**config.mk**
```make
export PLATFORM = sky130hd
export DESIGN_NAME = ifetch_r32i_flat
export DESIGN_NICKNAME = d
export VERILOG_FILES = /design/src/rtl/ifetch_r32i_if.sv /design/src/rtl/ifetch_r32i.sv /design/src/flat_wrapper.sv
export SDC_FILE = /design/constraint.sdc
export NUM_CORES = 1
export LEC_CHECK = 0
export BUFFER_PORTS_ARGS = -buffer_cell sky130_fd_sc_hd__buf_2
export CAP_MARGIN = 40
export CELL_PAD_IN_SITES_DETAIL_PLACEMENT = 1
export CELL_PAD_IN_SITES_GLOBAL_PLACEMENT = 2
export CORE_MARGIN = 1.5
export CORE_UTILIZATION = 37
export DETAILED_ROUTE_END_ITERATION = 8
export PLACE_DENSITY_LB_ADDON = 0.1
export SETUP_SLACK_MARGIN = 0.4
export SKIP_LAST_GASP = 1
export SLEW_MARGIN = 0
export SYNTH_ARGS = -nofsm -noshare
export SYNTH_HDL_FRONTEND = slang
export SYNTH_SLANG_ARGS = --single-unit
```
**constraint.sdc**
```tcl
create_clock -name clock -period 6.5 [get_ports clock]
set_input_delay 0.65 -clock clock [delete_from_list [all_inputs] [get_ports clock]]
set_output_delay 0.65 -clock clock [all_outputs]
set_load 0.01 [all_outputs]
```
**src/rtl/ifetch_r32i_if.sv**
```systemverilog
// Fetch-unit bus: PC side, instruction-memory side and decoder side in one bundle.
interface ifetch_r32i_if #(
  parameter int unsigned dataW = 32
);
  // PC side
  logic [dataW-1:0] FetchAddr;
  logic             Flush;
  logic             PCEnable;
  // Instruction-memory side
  logic             MemReq;
  logic [dataW-1:0] MemAddr;
  logic             MemAck;
  logic [dataW-1:0] MemRData;
  // Decoder side
  logic             InstrValid;
  logic             InstrReady;
  logic [dataW-1:0] Instr;
  logic [dataW-1:0] InstrAddr;
  logic             Misaligned;

  // The fetch unit itself
  modport master (
    input  FetchAddr, Flush, MemAck, MemRData, InstrReady,
    output PCEnable, MemReq, MemAddr, InstrValid, Instr, InstrAddr, Misaligned
  );

  // Environment: PC, instruction memory and decoder
  modport slave (
    output FetchAddr, Flush, MemAck, MemRData, InstrReady,
    input  PCEnable, MemReq, MemAddr, InstrValid, Instr, InstrAddr, Misaligned
  );
endinterface

```
**src/rtl/ifetch_r32i.sv**
```systemverilog
// Instruction fetch unit: issues one memory request at a time from the PC address,
// buffers returned words in a small FIFO for the decoder, and drops stale data on Flush.
module ifetch_r32i #(
  parameter int unsigned dataW = 32,
  parameter int unsigned Depth = 2
) (
  input  logic          clock,
  input  logic          reset,
  ifetch_r32i_if.master bus
);

  localparam int unsigned PtrW = $clog2(Depth);
  localparam logic [PtrW:0] DepthCnt = (PtrW + 1)'(Depth);

  localparam logic [1:0] StIdle = 2'd0;
  localparam logic [1:0] StWait = 2'd1;
  localparam logic [1:0] StDrop = 2'd2;

  logic [1:0]       state_q, state_d;
  logic [dataW-1:0] addr_q, addr_d;
  logic             misaligned_q, misaligned_d;

  logic [dataW-1:0] data_mem_q [Depth];
  logic [dataW-1:0] data_mem_d [Depth];
  logic [dataW-1:0] addr_mem_q [Depth];
  logic [dataW-1:0] addr_mem_d [Depth];
  logic [PtrW-1:0]  rd_ptr_q, rd_ptr_d;
  logic [PtrW-1:0]  wr_ptr_q, wr_ptr_d;
  logic [PtrW:0]    count_q, count_d;

  logic push;
  logic pop;
  logic buf_full;
  logic would_issue;
  logic fetch_aligned;

  assign buf_full      = (count_q == DepthCnt);
  assign fetch_aligned = (bus.FetchAddr[1:0] == 2'b00);
  assign would_issue   = (state_q == StIdle) && !bus.Flush && !misaligned_q && !buf_full;
  assign pop           = (count_q != '0) && bus.InstrReady;

  // Request FSM: issue, wait for ack, or drain a request made stale by Flush
  always_comb begin
    state_d      = state_q;
    addr_d       = addr_q;
    misaligned_d = misaligned_q;
    push         = 1'b0;
    case (state_q)
      StIdle: begin
        if (would_issue) begin
          if (fetch_aligned) begin
            addr_d  = bus.FetchAddr;
            state_d = StWait;
          end else begin
            misaligned_d = 1'b1;
          end
        end
      end
      StWait: begin
        if (bus.MemAck) begin
          push    = !bus.Flush;
          state_d = StIdle;
        end else if (bus.Flush) begin
          // Request already on the bus; keep it up until memory answers, then discard
          state_d = StDrop;
        end
      end
      StDrop: begin
        if (bus.MemAck) begin
          state_d = StIdle;
        end
      end
      default: state_d = StIdle;
    endcase
    if (bus.Flush) begin
      misaligned_d = 1'b0;
    end
  end

  // Instruction buffer next state; Flush wins over any same-cycle push or pop
  always_comb begin
    rd_ptr_d   = rd_ptr_q;
    wr_ptr_d   = wr_ptr_q;
    count_d    = count_q;
    data_mem_d = data_mem_q;
    addr_mem_d = addr_mem_q;
    if (bus.Flush) begin
      rd_ptr_d = '0;
      wr_ptr_d = '0;
      count_d  = '0;
    end else begin
      if (push) begin
        data_mem_d[wr_ptr_q] = bus.MemRData;
        addr_mem_d[wr_ptr_q] = addr_q;
        wr_ptr_d             = wr_ptr_q + PtrW'(1);
      end
      if (pop) begin
        rd_ptr_d = rd_ptr_q + PtrW'(1);
      end
      case ({push, pop})
        2'b10:   count_d = count_q + (PtrW + 1)'(1);
        2'b01:   count_d = count_q - (PtrW + 1)'(1);
        default: count_d = count_q;
      endcase
    end
  end

  // State registers with asynchronous reset
  always_ff @(posedge clock or posedge reset) begin
    if (reset) begin
      state_q      <= StIdle;
      addr_q       <= '0;
      misaligned_q <= 1'b0;
      rd_ptr_q     <= '0;
      wr_ptr_q     <= '0;
      count_q      <= '0;
      for (int i = 0; i < Depth; i++) begin
        data_mem_q[i] <= '0;
        addr_mem_q[i] <= '0;
      end
    end else begin
      state_q      <= state_d;
      addr_q       <= addr_d;
      misaligned_q <= misaligned_d;
      rd_ptr_q     <= rd_ptr_d;
      wr_ptr_q     <= wr_ptr_d;
      count_q      <= count_d;
      data_mem_q   <= data_mem_d;
      addr_mem_q   <= addr_mem_d;
    end
  end

  assign bus.MemReq     = (state_q == StWait) || (state_q == StDrop);
  assign bus.MemAddr    = addr_q;
  assign bus.PCEnable   = push;
  assign bus.InstrValid = (count_q != '0);
  assign bus.Instr      = data_mem_q[rd_ptr_q];
  assign bus.InstrAddr  = addr_mem_q[rd_ptr_q];
  assign bus.Misaligned = misaligned_q;

endmodule

```
**src/flat_wrapper.sv**
```systemverilog
// flat-port wrapper written by rule: the top's interface ports become plain ports
module ifetch_r32i_flat 
#(
  parameter int unsigned dataW = 32,
  parameter int unsigned Depth = 2
)
  (clock, reset, bus_FetchAddr, bus_Flush, bus_MemAck, bus_MemRData, bus_InstrReady, bus_PCEnable, bus_MemReq, bus_MemAddr, bus_InstrValid, bus_Instr, bus_InstrAddr, bus_Misaligned);
  ifetch_r32i_if #(.dataW(dataW)) bus_i ();
  input  logic clock;
  input  logic reset;
  input wire logic [$bits(bus_i.FetchAddr)-1:0] bus_FetchAddr;
  input wire logic [$bits(bus_i.Flush)-1:0] bus_Flush;
  input wire logic [$bits(bus_i.MemAck)-1:0] bus_MemAck;
  input wire logic [$bits(bus_i.MemRData)-1:0] bus_MemRData;
  input wire logic [$bits(bus_i.InstrReady)-1:0] bus_InstrReady;
  output wire logic [$bits(bus_i.PCEnable)-1:0] bus_PCEnable;
  output wire logic [$bits(bus_i.MemReq)-1:0] bus_MemReq;
  output wire logic [$bits(bus_i.MemAddr)-1:0] bus_MemAddr;
  output wire logic [$bits(bus_i.InstrValid)-1:0] bus_InstrValid;
  output wire logic [$bits(bus_i.Instr)-1:0] bus_Instr;
  output wire logic [$bits(bus_i.InstrAddr)-1:0] bus_InstrAddr;
  output wire logic [$bits(bus_i.Misaligned)-1:0] bus_Misaligned;
  assign bus_i.FetchAddr = bus_FetchAddr;
  assign bus_i.Flush = bus_Flush;
  assign bus_i.MemAck = bus_MemAck;
  assign bus_i.MemRData = bus_MemRData;
  assign bus_i.InstrReady = bus_InstrReady;
  assign bus_PCEnable = bus_i.PCEnable;
  assign bus_MemReq = bus_i.MemReq;
  assign bus_MemAddr = bus_i.MemAddr;
  assign bus_InstrValid = bus_i.InstrValid;
  assign bus_Instr = bus_i.Instr;
  assign bus_InstrAddr = bus_i.InstrAddr;
  assign bus_Misaligned = bus_i.Misaligned;
  ifetch_r32i #(.dataW(dataW), .Depth(Depth)) u_core (.clock(clock), .reset(reset), .bus(bus_i));
endmodule
```
After elaboration in Yosys (flattened, before gate mapping)
Cells that the tools add are included.
{ "totals": {"ff_bits": 167, "input_bits": 69, "out_inout_bits": 100, "elab_cells": 79} }
{ "op_classes": {"n_addsub": 4, "magnitude_cmp": 3, "eq_ne": 10, "n_mux": 28, "bitwise": 3, "n_reduce_logical": 21} }
{ "ops": {"columns": ["op", "count"], "rows": [
  ["two-way mux 32 bit", 7],
  ["bitwise mux 64 bit", 2],
  ["demux 32 bit (select 1 bit)", 1],
  ["two-way mux 2 bit", 6],
  ["two-way mux 1 bit", 10],
  ["nonzero test 2 bit", 5],
  ["== test 2 bit, second input constant", 3],
  ["one-hot mux 2 bit (3 select lines)", 1],
  ["AND reduction 3 bit", 2],
  ["logical AND 1 bit", 5],
  ["== test 2 x 1 -> 1 bit, second input constant", 2],
  ["greater-or-equal comparator 2 bit, second input constant", 2],
  ["logical NOT 2 bit", 2],
  ["!= test 2 x 1 -> 1 bit, second input constant", 2],
  ["!= test 2 bit, second input constant", 2],
  ["inverter 1 -> 2 bit", 2],
  ["one-hot mux 2 bit (2 select lines)", 1],
  ["AND reduction 4 bit", 1],
  ["logical NOT 1 bit", 3],
  ["!= test 3 bit, second input constant", 1],
  ["nonzero test 3 bit", 1],
  ["adder 1 bit, second input constant", 2],
  ["adder 2 x 1 -> 2 bit, second input constant", 1],
  ["less-than comparator 2 x 1 -> 1 bit, second input constant", 1],
  ["4 further kinds", 4]
]} }

Depth between registers and ports, before layout
{ "logic_depth": {"word_depth": 7, "ltp_mapped": 7, "depth_no_buf": 6} }

Worst setup path before layout
OpenSTA, ideal clock, no wires.
{ "synth_timing": {"path_type": "input-to-reg", "start": "in bus_Flush", "end": "reg u_core.addr_mem_q[53] in the netlist's numbering", "arrival_ns": 1.777, "path_slack_ns": 4.598, "path_stages": 4, "path_buffers": 2, "path_cell_list": "buf_2 -> nor3_4 -> buf_6 -> mux2_2"} }
{ "synth_between": {"elab_chain_len": 4, "elab_cells_between_ends": 5} }
{ "synth_rtl": {"columns": ["element", "line", "text"], "rows": [
  ["from (decl)", "flat_wrapper.sv:12", "input wire logic [$bits(bus_i.Flush)-1:0] bus_Flush;"],
  ["logical NOT 1 bit", "ifetch_r32i.sv:61", "push = !bus.Flush;"],
  ["two-way mux 1 bit", "ifetch_r32i.sv:60", "if (bus.MemAck) begin"],
  ["two-way mux 1 bit", "ifetch_r32i.sv:48", "case (state_q)"],
  ["AND reduction 2 bit (no line) (*)", null, null],
  ["to (signal assigned)", "ifetch_r32i.sv:129", "addr_mem_q <= addr_mem_d;"],
  ["to (decl)", "ifetch_r32i.sv:25", "logic [dataW-1:0] addr_mem_q [Depth];"]
]} }
Every way passes the cells marked *; elsewhere a longest branch is shown, timed or not.
A chain may end at the register's enable or synchronous reset.

Worst setup path in the final report
{ "layout_timing": {"start": "reg u_core.rd_ptr_q", "end": "out bus_InstrAddr[31]"} }
{ "layout_between": {"elab_chain_len": 4} }
{ "layout_rtl": {"columns": ["element", "line", "text"], "rows": [
  ["from (decl)", "ifetch_r32i.sv:27", "logic [PtrW-1:0] rd_ptr_q, rd_ptr_d;"],
  ["from (signal assigned)", "ifetch_r32i.sv:125", "rd_ptr_q <= rd_ptr_d;"],
  ["inverter 1 -> 2 bit (not written as such)", "ifetch_r32i.sv:138", "assign bus.InstrAddr = addr_mem_q[rd_ptr_q];"],
  ["two-way mux 32 bit (not written as such) (3 in a row)", "ifetch_r32i.sv:138", null],
  ["to (decl)", "flat_wrapper.sv:21", "output wire logic [$bits(bus_i.InstrAddr)-1:0] bus_InstrAddr;"]
]} }
No other way between the ends. The select of a mux whose other input is x is not followed.

==> results.sh <==
export IMPL_outcome="finished, final reports clean"
export IMPL_grt_antenna_before_repair=0
export IMPL_syn_num_nets=526
export IMPL_cts_repair_resized=0
export IMPL_cts_root_buf="clkbuf_16"
export IMPL_powerDensity_nw_per_um2=467
export IMPL_area_growth_pct=23.8
export IMPL_cts_setup_buffers=0
export IMPL_critPathRequiredTime_ps=5850
export IMPL_cts_buffers=17
export IMPL_grt_setup_unrepaired="no"
export IMPL_worstMarginPinSlew_ps=821
export IMPL_ir_drop_mv=0.191
export IMPL_place_inst=839
export IMPL_slowest_stage="dfrtp_2"
export IMPL_critPathMaxStageDelay_ps=800
export IMPL_dieArea_um2=20100
export IMPL_power_total_mw=4.12
export IMPL_fin_setup_tns_ps=0
export IMPL_drive_above_1_share_pct=68.3
export IMPL_die_x_um=142
export IMPL_postLayoutCellArea_um2=8820
export IMPL_chipHeight_um=142
export IMPL_cts_tree="built"
export IMPL_final_cells=871
export IMPL_drv_slew=0
export IMPL_vias=4272
export IMPL_hold_class="input port to async pin"
export IMPL_slew_headroom_pct=45.3
export IMPL_clock_skew_ps=15.0
export IMPL_cts_clk_slew_worst_paths_ps=60
export IMPL_wl_per_cell_um=18.0
export IMPL_grt_pass1_wl_um=25400
export IMPL_synthDistinctLibCells=24
export IMPL_post_route_min_period_ps=3070
export IMPL_synth_top_area_share_pct=58.7
export IMPL_ff2ff_path_depth=7
export IMPL_syn_instance_count=453
export IMPL_max_cap_viol_count=0
export IMPL_ys_ff_latch=167
export IMPL_diodes=0
export IMPL_drtIter0Drc=74
export IMPL_fin_ws_ps=3430
export IMPL_n_fill_cell=1898
export IMPL_finalSetupViolCount=0
export IMPL_hold_buffers=0
export IMPL_io_pins=169
export IMPL_synth_area_leaders="dfrtp_1, mux2_2, buf_2"
export IMPL_grt_overflow=0
export IMPL_finalCoreUtilization_pct=47.0
export IMPL_ff_latch_area_um2=4180
export IMPL_track_usage_pct=16.5
export IMPL_p_leak_nw=4.29
export IMPL_clk_path_buf_depth=2
export IMPL_timing_hold_ws_ps=392
export IMPL_io_buffers=168
export IMPL_fmax_ghz=0.326
export IMPL_place_area_um2=8220
export IMPL_hold_viol=0
export IMPL_grt_pass1_vias=4709
export IMPL_grt_max_degree=91
export IMPL_synth_warnings=0
export IMPL_end_kind="primary output"
export IMPL_dp_hpwl_um=10500
export IMPL_initial_core_util_pct=38.0
export IMPL_worstSetupPathType="flip-flop to primary output"
export IMPL_start_kind="flip-flop"
export IMPL_crit_fanout=40
export IMPL_crit_chain="buf_4 > mux2_2 > buf_2"
export IMPL_pre_cts_slack_ps=3830
export IMPL_fp_coreArea_um2=18800
export IMPL_fp_row_count=50
export IMPL_seq_area_frac_synth_pct=58.7
export IMPL_avgSynthCellArea_um2=15.7
export IMPL_finalNetCount=697
export IMPL_drcViolationCount=0
export IMPL_clock_sinks=167
export IMPL_arrival_ps=2420
export IMPL_gp_congestion=0.716
export IMPL_firstDrtPassIters=4
export IMPL_vias_per_cell=4.90
export IMPL_multi_input_area_um2=2780
export IMPL_clock_latency_ps=430
export IMPL_wirelength_um=15700
export IMPL_fin_crit_sh_pct=47.2
export IMPL_syn_area_um2=7120
export IMPL_drt_antenna_violating_nets=0
export IMPL_h_tree_depth=4
export IMPL_yosysTopAreaCell="dfrtp_1"
## placed cells by master (no fill, tap or decap), drive strengths merged, types with 2 or more instances in the layout
cell type,instances
mux2,223
buf,175
dfrtp,167
clkbuf,18
inv,11
nor2,6
nand2,5
ha,4
clkinv,4
mux2i,3
xor2,3
nor3,3
nand2b,2
a21oi,2
and2,2
or2,2
clkinvlp,2
bufinv,2
## final cells by class
type,count,area share [%]
Clock inverter,14,1.86
Multi-Input combinational cell,258,31.5
Sequential cell,167,47.4
Timing Repair Buffer,175,10.6
Tap cell,234,3.32
Inverter,5,0.270
Clock buffer,18,4.98
## final timing paths
| kind | slack [ps] | startpoint | endpoint |
|---|---|---|---|
| min in group clock | 450 | bus_FetchAddr[15] | u_core.bus.MemAddr[15] |
| worst max register to register | 4240 | u_core.state_q[1] | u_core.data_mem_q[53] |
| worst max-delay path | 3430 | u_core.rd_ptr_q | bus_InstrAddr[31] |
| max in group asynchronous | 4980 | reset | u_core.data_mem_q[4] |
| worst min-delay path | 390 | reset | u_core.data_mem_q[1] |
| worst min register to register | 480 | u_core.addr_mem_q[51] | u_core.addr_mem_q[51] |
## registers in the layout, summed over array words and instances, names as in the netlist
register               count
u_core.addr_mem_q         64
u_core.bus.MemAddr        32
u_core.bus.Misaligned      1
u_core.count_q             2
u_core.data_mem_q         64
u_core.rd_ptr_q            1
u_core.state_q             2
u_core.wr_ptr_q            1
## power by group
part	internal (mW)	switching, mW
Clock	0.587	0.436
Sequential	1.46	0.271
Combinational	0.769	0.589
## critical path, delay by kind of cell (launching register included)
| family | cells | cell delay (ps) |
|---|---|---|
| buf+inv | 2 | 760 |
| flops | 1 | 800 |
| mux | 1 | 440 |
## synthesized netlist by cell type
library cell and n:
mux2_2 218, dfrtp_1 167, buf_2 15, buf_6 6
inv_1 5, mux2_1 5, nor2_1 5, ha_1 4
mux2i_1 3, nand2_1 3, xor2_1 3, a21oi_1 2
and2_1 2, clkbuf_1 2, nand2_2 2, nand2b_1 2
or2_2 2, a31oi_1 1, nand4b_2 1, nor2_2 1
nor3_1 1, nor3_2 1, nor3_4 1, o2bb2ai_1 1
## layer usage
layer / up-vias / part of all wire, % / GRT usage (%)
met5: - / 0 / 0
met4: 0 / 1.3 / 4.83
met3: 14 / 4.7 / 4.79
met2: 103 / 49 / 27.2
met1: 2201 / 45 / 21.1
li1: 1954 / - / -
## cells by family after synthesis
logic type,after synthesis,synth area share (%)
flops,167,58.7
xor+xnor,3,0.369
buf+inv,28,2.37
mux,226,35.7
compound gates,4,0.351
simple gates,21,1.86
fa+ha+maj,4,0.703
Power figures use the tool's default switching activity.
